### config.mk
export PLATFORM = sky130hd
export DESIGN_NAME = pwm_dt_multi
export DESIGN_NICKNAME = d
export VERILOG_FILES = /design/src/rtl/pwm_dt_multi.sv
export SDC_FILE = /design/constraint.sdc
export NUM_CORES = 1
export LEC_CHECK = 0
export ABC_AREA = 0
export CAP_MARGIN = 5
export CORE_MARGIN = 2
export CORE_UTILIZATION = 53
export DETAILED_ROUTE_END_ITERATION = 10
export GPL_TIMING_DRIVEN = 1
export PLACE_DENSITY = 0.78
export SLEW_MARGIN = 25
export SYNTH_ARGS = -nofsm -noshare
export SYNTH_HDL_FRONTEND = slang
export SYNTH_SLANG_ARGS = --single-unit
### constraint.sdc
create_clock -name clock -period 2.6 [get_ports clock]
set_clock_uncertainty 0.15 [all_clocks]
set_input_delay 0.52 -clock clock [delete_from_list [all_inputs] [get_ports clock]]
set_output_delay 0.52 -clock clock [all_outputs]
set_load 0.005 [all_outputs]
### src/rtl/pwm_dt_multi.sv
// N-phase PWM generator with per-phase dead-time insertion, a latched maskable trip,
// a first-fault record and a heartbeat LED driven from the period sync.
module pwm_dt_multi #(
  parameter int N_PH    = 3,
  parameter int CW      = 16,
  parameter int N_TRIP  = 3,
  parameter int PIN_ON  = 0,
  parameter int LED_DIV = 2000
) (
  input  logic                 clock,
  input  logic                 reset,
  input  logic                 en,
  input  logic                 pwm_sync,
  input  logic [N_PH*CW-1:0]   ton,
  input  logic [N_PH*CW-1:0]   toff,
  input  logic [CW-1:0]        deadtime,
  input  logic [N_TRIP-1:0]    trip_n,
  input  logic [N_TRIP-1:0]    trip_mask,
  input  logic                 trip_reset,
  output logic [N_PH-1:0]      pwm_h,
  output logic [N_PH-1:0]      pwm_l,
  output logic                 fault_irq,
  output logic [N_TRIP-1:0]    first_trip,
  output logic [1:0]           state,
  output logic                 led_out
);

  typedef enum logic [1:0] {
    S_IDLE = 2'b00,
    S_RUN  = 2'b01,
    S_TRIP = 2'b10
  } state_t;

  localparam int               LW       = (LED_DIV > 1) ? $clog2(LED_DIV) : 1;
  localparam logic [LW-1:0]    LED_LAST = LW'(LED_DIV - 1);
  localparam logic [CW-1:0]    CNT_MAX  = '1;
  localparam logic             ON_LVL   = (PIN_ON != 0) ? 1'b1 : 1'b0;
  localparam logic             OFF_LVL  = (PIN_ON != 0) ? 1'b0 : 1'b1;

  state_t                  state_q, state_d;
  logic                    sync_prev_q;
  logic                    sync_edge_s;
  logic [CW-1:0]           cnt_q, cnt_d;
  logic [N_PH*CW-1:0]      ton_b_q, toff_b_q;
  logic [CW-1:0]           dt_b_q;
  logic [CW-1:0]           dmax_s;
  logic [LW-1:0]           led_cnt_q, led_cnt_d;
  logic                    led_q, led_d;
  logic [N_TRIP-1:0]       trip_act_s;
  logic                    trip_s;
  logic                    fault_q, fault_d;
  logic [N_TRIP-1:0]       first_q, first_d;
  logic [N_PH-1:0]         hc_s;
  logic [N_PH-1:0]         hc_prev_q, hc_prev_d;
  logic [N_PH-1:0][CW-1:0] dtc_q, dtc_d;
  logic [N_PH-1:0][CW-1:0] dlen_q, dlen_d;
  logic [N_PH-1:0]         pwm_h_q, pwm_h_d;
  logic [N_PH-1:0]         pwm_l_q, pwm_l_d;

  assign sync_edge_s = pwm_sync & ~sync_prev_q;
  assign trip_act_s  = ~trip_n & ~trip_mask;
  assign trip_s      = |trip_act_s;
  // A programmed dead time of zero still leaves a one-clock break-before-make gap.
  assign dmax_s      = (dt_b_q == '0) ? CW'(1) : dt_b_q;

  // Period counter: restarts on sync, parked at zero in IDLE, saturates instead of wrapping.
  always_comb begin
    cnt_d = cnt_q;
    if (sync_edge_s) begin
      cnt_d = '0;
    end else if (state_q == S_IDLE) begin
      cnt_d = '0;
    end else if (cnt_q != CNT_MAX) begin
      cnt_d = cnt_q + CW'(1);
    end else begin
      cnt_d = cnt_q;
    end
  end

  // Heartbeat divider counts sync edges in every state.
  always_comb begin
    led_cnt_d = led_cnt_q;
    led_d     = led_q;
    if (sync_edge_s) begin
      if (led_cnt_q == LED_LAST) begin
        led_cnt_d = '0;
        led_d     = ~led_q;
      end else begin
        led_cnt_d = led_cnt_q + LW'(1);
      end
    end else begin
      led_cnt_d = led_cnt_q;
    end
  end

  // Sync history, period counter, shadow buffers and heartbeat.
  always_ff @(posedge clock) begin
    if (reset) begin
      sync_prev_q <= 1'b0;
      cnt_q       <= '0;
      ton_b_q     <= '0;
      toff_b_q    <= '0;
      dt_b_q      <= '0;
      led_cnt_q   <= '0;
      led_q       <= 1'b0;
    end else begin
      sync_prev_q <= pwm_sync;
      cnt_q       <= cnt_d;
      led_cnt_q   <= led_cnt_d;
      led_q       <= led_d;
      if (sync_edge_s) begin
        ton_b_q  <= ton;
        toff_b_q <= toff;
        dt_b_q   <= deadtime;
      end
    end
  end

  // FSM state register.
  always_ff @(posedge clock) begin
    if (reset) begin
      state_q <= S_IDLE;
    end else begin
      state_q <= state_d;
    end
  end

  // FSM next state: disable beats everything, trip beats trip_reset.
  always_comb begin
    state_d = state_q;
    if (!en) begin
      state_d = S_IDLE;
    end else begin
      case (state_q)
        S_IDLE:  state_d = S_RUN;
        S_RUN:   state_d = trip_s ? S_TRIP : S_RUN;
        S_TRIP:  state_d = (trip_reset && !trip_s) ? S_RUN : S_TRIP;
        default: state_d = S_IDLE;
      endcase
    end
  end

  // FSM outputs: fault flag and first-fault record follow TRIP entry and exit.
  always_comb begin
    fault_d = fault_q;
    first_d = first_q;
    if ((state_q == S_RUN) && (state_d == S_TRIP)) begin
      fault_d = 1'b1;
      first_d = trip_act_s;
    end else if ((state_q == S_TRIP) && (state_d != S_TRIP)) begin
      fault_d = 1'b0;
      first_d = '0;
    end else begin
      fault_d = fault_q;
      first_d = first_q;
    end
  end

  // Registered fault outputs.
  always_ff @(posedge clock) begin
    if (reset) begin
      fault_q <= 1'b0;
      first_q <= '0;
    end else begin
      fault_q <= fault_d;
      first_q <= first_d;
    end
  end

  // High-side command per phase from the shadow thresholds.
  always_comb begin
    hc_s = '0;
    for (int p = 0; p < N_PH; p++) begin
      hc_s[p] = (cnt_q >= ton_b_q[p*CW +: CW]) && (cnt_q < toff_b_q[p*CW +: CW]);
    end
  end

  // Dead-time engine. dlen latches the gap length when a gap starts, so a shadow
  // update mid-gap cannot shorten it; clearing dlen outside RUN lets pwm_l come on
  // immediately when RUN resumes with the command low.
  always_comb begin
    hc_prev_d = hc_prev_q;
    dtc_d     = dtc_q;
    dlen_d    = dlen_q;
    pwm_h_d   = {N_PH{OFF_LVL}};
    pwm_l_d   = {N_PH{OFF_LVL}};
    for (int p = 0; p < N_PH; p++) begin
      if (state_d != S_RUN) begin
        hc_prev_d[p] = 1'b0;
        dtc_d[p]     = '0;
        dlen_d[p]    = '0;
      end else if (hc_s[p] != hc_prev_q[p]) begin
        hc_prev_d[p] = hc_s[p];
        dtc_d[p]     = '0;
        dlen_d[p]    = dmax_s;
      end else if (dtc_q[p] < dlen_q[p]) begin
        dtc_d[p] = dtc_q[p] + CW'(1);
        if ((dtc_q[p] + CW'(1)) >= dlen_q[p]) begin
          pwm_h_d[p] = hc_s[p] ? ON_LVL  : OFF_LVL;
          pwm_l_d[p] = hc_s[p] ? OFF_LVL : ON_LVL;
        end else begin
          pwm_h_d[p] = OFF_LVL;
          pwm_l_d[p] = OFF_LVL;
        end
      end else begin
        pwm_h_d[p] = hc_s[p] ? ON_LVL  : OFF_LVL;
        pwm_l_d[p] = hc_s[p] ? OFF_LVL : ON_LVL;
      end
    end
  end

  // Registered gate drives and per-phase dead-time state.
  always_ff @(posedge clock) begin
    if (reset) begin
      hc_prev_q <= '0;
      dtc_q     <= '0;
      dlen_q    <= '0;
      pwm_h_q   <= {N_PH{OFF_LVL}};
      pwm_l_q   <= {N_PH{OFF_LVL}};
    end else begin
      hc_prev_q <= hc_prev_d;
      dtc_q     <= dtc_d;
      dlen_q    <= dlen_d;
      pwm_h_q   <= pwm_h_d;
      pwm_l_q   <= pwm_l_d;
    end
  end

  assign pwm_h      = pwm_h_q;
  assign pwm_l      = pwm_l_q;
  assign fault_irq  = fault_q;
  assign first_trip = first_q;
  assign state      = state_q;
  assign led_out    = led_q;

endmodule

==> flow_summary.ini <==
[timing]
setup_tns_ns = -20.82
setup_slack_ns = -0.330
rsz0062_at_grt = yes
hold_viol = 0
setup_viol = 108
period_needed_ns = 2.93
max_freq_mhz = 341
maxSlewHeadroom_pct = 53.8
worst_pin_slew_ns = 0.685
period_share_pct = 113
drv_slew = 0

[yosys]
synth_area_sq_um = 14500
syn-num-nets = 2126
ys_ff_latch = 252
synth.distinct_cells = 62
yosys_most_used_dff = dfxtp_1
synth_edf_count = 0
seq_area_frac_synth_pct = 34.7
syn_area_per_cell_sq_um = 8.03
syn_inst = 1809
async_flop_share_pct = 0
synth_warnings = 0

[setup_path]
critPathMaxFanout = 8
cp.required_ns = 2.91
crit_type = flip-flop to flip-flop
cp-endpoint = dlen_q[3]
critPathBufInv = 3
worstSetupEndpointType = flip-flop
cp_cell_sequence = buf_6, ha_4, buf_4, nand2_1, o21ai_0, and4b_2, nor3_4, buf_6, o21ai_2, a21oi_1
critical_path_arrival_ns = 3.24
reg2reg_slack_ns = -0.33
cpLargestDelayFamily = compound AO/OA/AOI/OAI gates
path_common_cell = buf_6
crit_slowest_cell = o21ai_0
critPathLaunch = cnt_q[15]
setup.worst_path.start_class = flip-flop
r2r-start = cnt_q[15]
crit_cells = 10
max_stage_delay_ns = 0.56
reg2reg_depth = 10
reg2reg_to = dlen_q[3]

[finish]
fin_util_pct = 75.2
nets = 2402
layout_commonest_cell = nand2_1
final_cell_count_no_fill = 2446
syn_to_final_growth_pct = 39.5
drive_gt1_share_pct = 23.6
final_cell_mix = 305 x nand2_1, 210 x dfxtp_1, 199 x a21oi_1
fin_area_sq_um = 20300

[global_routing]
grt_usage_pct = 28.6
grt_pass1_vias = 14000
grt_max_degree = 114
antenna_found_initial = 1
grt_pass1_wl_um = 67300
overflow = 0

[floorplan]
fp.dieArea_sq_um = 28700
start_util_pct = 53.9
die_y_um = 170
core_sq_um = 27000
die_w_um = 170
rows = 60
io_pins = 136

[min_path]
hold_path.class = flip-flop to flip-flop
hp-start = ton_b_q[33]

[pwr]
p_leak_nw = 8.08
ir_worst_vdd_mv = 0.554
power_density_nw_per_um2 = 465
finalPower_w = 0.00942

[clocking]
cts_max_level = 1
clk_latency_ns = 0.55
cts_tree = done
clkTransAtPathRegs_ns = 0.07
ctsHoldBuffers = 0
cts_buffer_depth = 3
cts_buffers = 26
root_buffer = clkbuf_16
clock_sinks = 252

[placed_design]
dp.cells = 2357
place_congestion = 0.910
io_buffers = 135
dp_hpwl_um = 28600
postPlaceCellArea_sq_um = 17300

[run_status]
status = finished with violations
violations = negative setup slack

[routing]
dr.first_iter.drc_count = 1131
vias_per_cell = 5.94
wirelength_um = 47300
firstDrtPassIters = 6
drc = 0
ant_nets = 0
vias = 14500
wl_per_cell_um = 19.4

[run]
maxCapViolations = 0
metrics by stage:
| step | worst slack (ns) | hold slack [ns] |
|---|---|---|
| final | -0.330 | 0.306 |
| after global routing | -0.366 | 0.322 |
| after CTS | -0.116 | 0.306 |
| after detailed placement | -0.292 | 0.298 |
| after global placement | -0.177 | 0.294 |
| after floorplan | 0.00103 | 0.286 |
report_power, final:
part	switching [W]	leakage (nW)	internal (W)
logic	0.000865	5.58	0.000710
registers	0.000105	2.07	0.00397
clock network	0.00161	0.423	0.00216
total	0.00258	8.08	0.00684
sequential cells by signal, indices dropped and copies added, names as in the netlist:
name / cells
cnt_q: 16
dlen_q: 48
dt_b_q: 16
dtc_q: 48
fault_irq: 1
first_trip: 3
hc_prev_q: 3
led_cnt_q: 11
led_out: 1
pwm_h: 3
pwm_l: 3
state: 2
sync_prev_q: 1
toff_b_q: 48
ton_b_q: 48
cell families after synthesis:
kind of cell | Yosys count | synth area share (%)
adder cells (fa/ha/maj) | 194 | 16.7
AND/OR/NAND/NOR | 652 | 20.6
multiplexers | 23 | 1.58
AO/OA/AOI/OAI | 357 | 13.8
XOR/XNOR | 104 | 6.40
buffers and inverters | 227 | 6.17
flip-flops | 252 | 34.7
area by class of cell:
class,count,area (sq um)
fillers,1716,6690
multi-input cells,1331,10200
inverters,154,581
clock buffers,38,777
well taps,341,427
flip-flops and latches,252,5140
clock inverters,9,72.6
repair buffers,320,3080
diodes,1,2.50
repair_timing:
action / in CTS / in global routing
setup buffers: 20 / 15
gates cloned: 9 / 2
resized for setup: 132 / 256
pin swaps: 62 / 143
endpoints found under the setup margin: 102 / 111
routing by layer:
| metal | vias up | part of all wire (%) | GRT usage [%] |
|---|---|---|---|
| li1 | 6749 | - | - |
| met1 | 6822 | 38 | 33.9 |
| met2 | 712 | 49 | 50.4 |
| met3 | 245 | 6.8 | 4.17 |
| met4 | 0 | 6.6 | 14.9 |
| met5 | - | 0 | 0 |
worst min path at each step:
stage	cells past startpoint	to	slack, ns
2_1_floorplan	2	toff_b_q[10]	0.29
3_3_place_gp	2	ton_b_q[24]	0.29
6_report	2	ton_b_q[33]	0.31
3_5_place_dp	2	ton_b_q[23]	0.30
4_1_cts	2	ton_b_q[23]	0.31
5_1_grt	2	ton_b_q[26]	0.32
synthesized netlist by cell type, types with 19 or more instances:
| cell type | instances | area share (%) |
|---|---|---|
| xor2_1 | 83 | 5.0 |
| ha_1 | 194 | 17 |
| nand2_1 | 309 | 8.0 |
| nor3_1 | 50 | 1.7 |
| o21ai_0 | 65 | 2.2 |
| mux2i_1 | 23 | 1.6 |
| nand3_1 | 77 | 2.7 |
| inv_1 | 154 | 4.0 |
| and3_1 | 20 | 0.86 |
| a21o_1 | 19 | 0.98 |
| nand4_1 | 41 | 1.8 |
| dfxtp_1 | 252 | 35 |
| a21oi_1 | 224 | 7.7 |
| clkbuf_1 | 59 | 1.5 |
| nor2_1 | 86 | 2.2 |
| xnor2_1 | 20 | 1.2 |
worst register-to-register path: cells and delay by family, from the launching register on:
| family | cells | cell delay (ns) |
|---|---|---|
| AO/OA/AOI/OAI | 3 | 0.86 |
| adder cells (fa/ha/maj) | 1 | 0.25 |
| AND/OR/NAND/NOR | 3 | 0.72 |
| buffers and inverters | 3 | 0.47 |
| flip-flops | 1 | 0.40 |
Note: power is estimated with default switching activity, not from simulation.
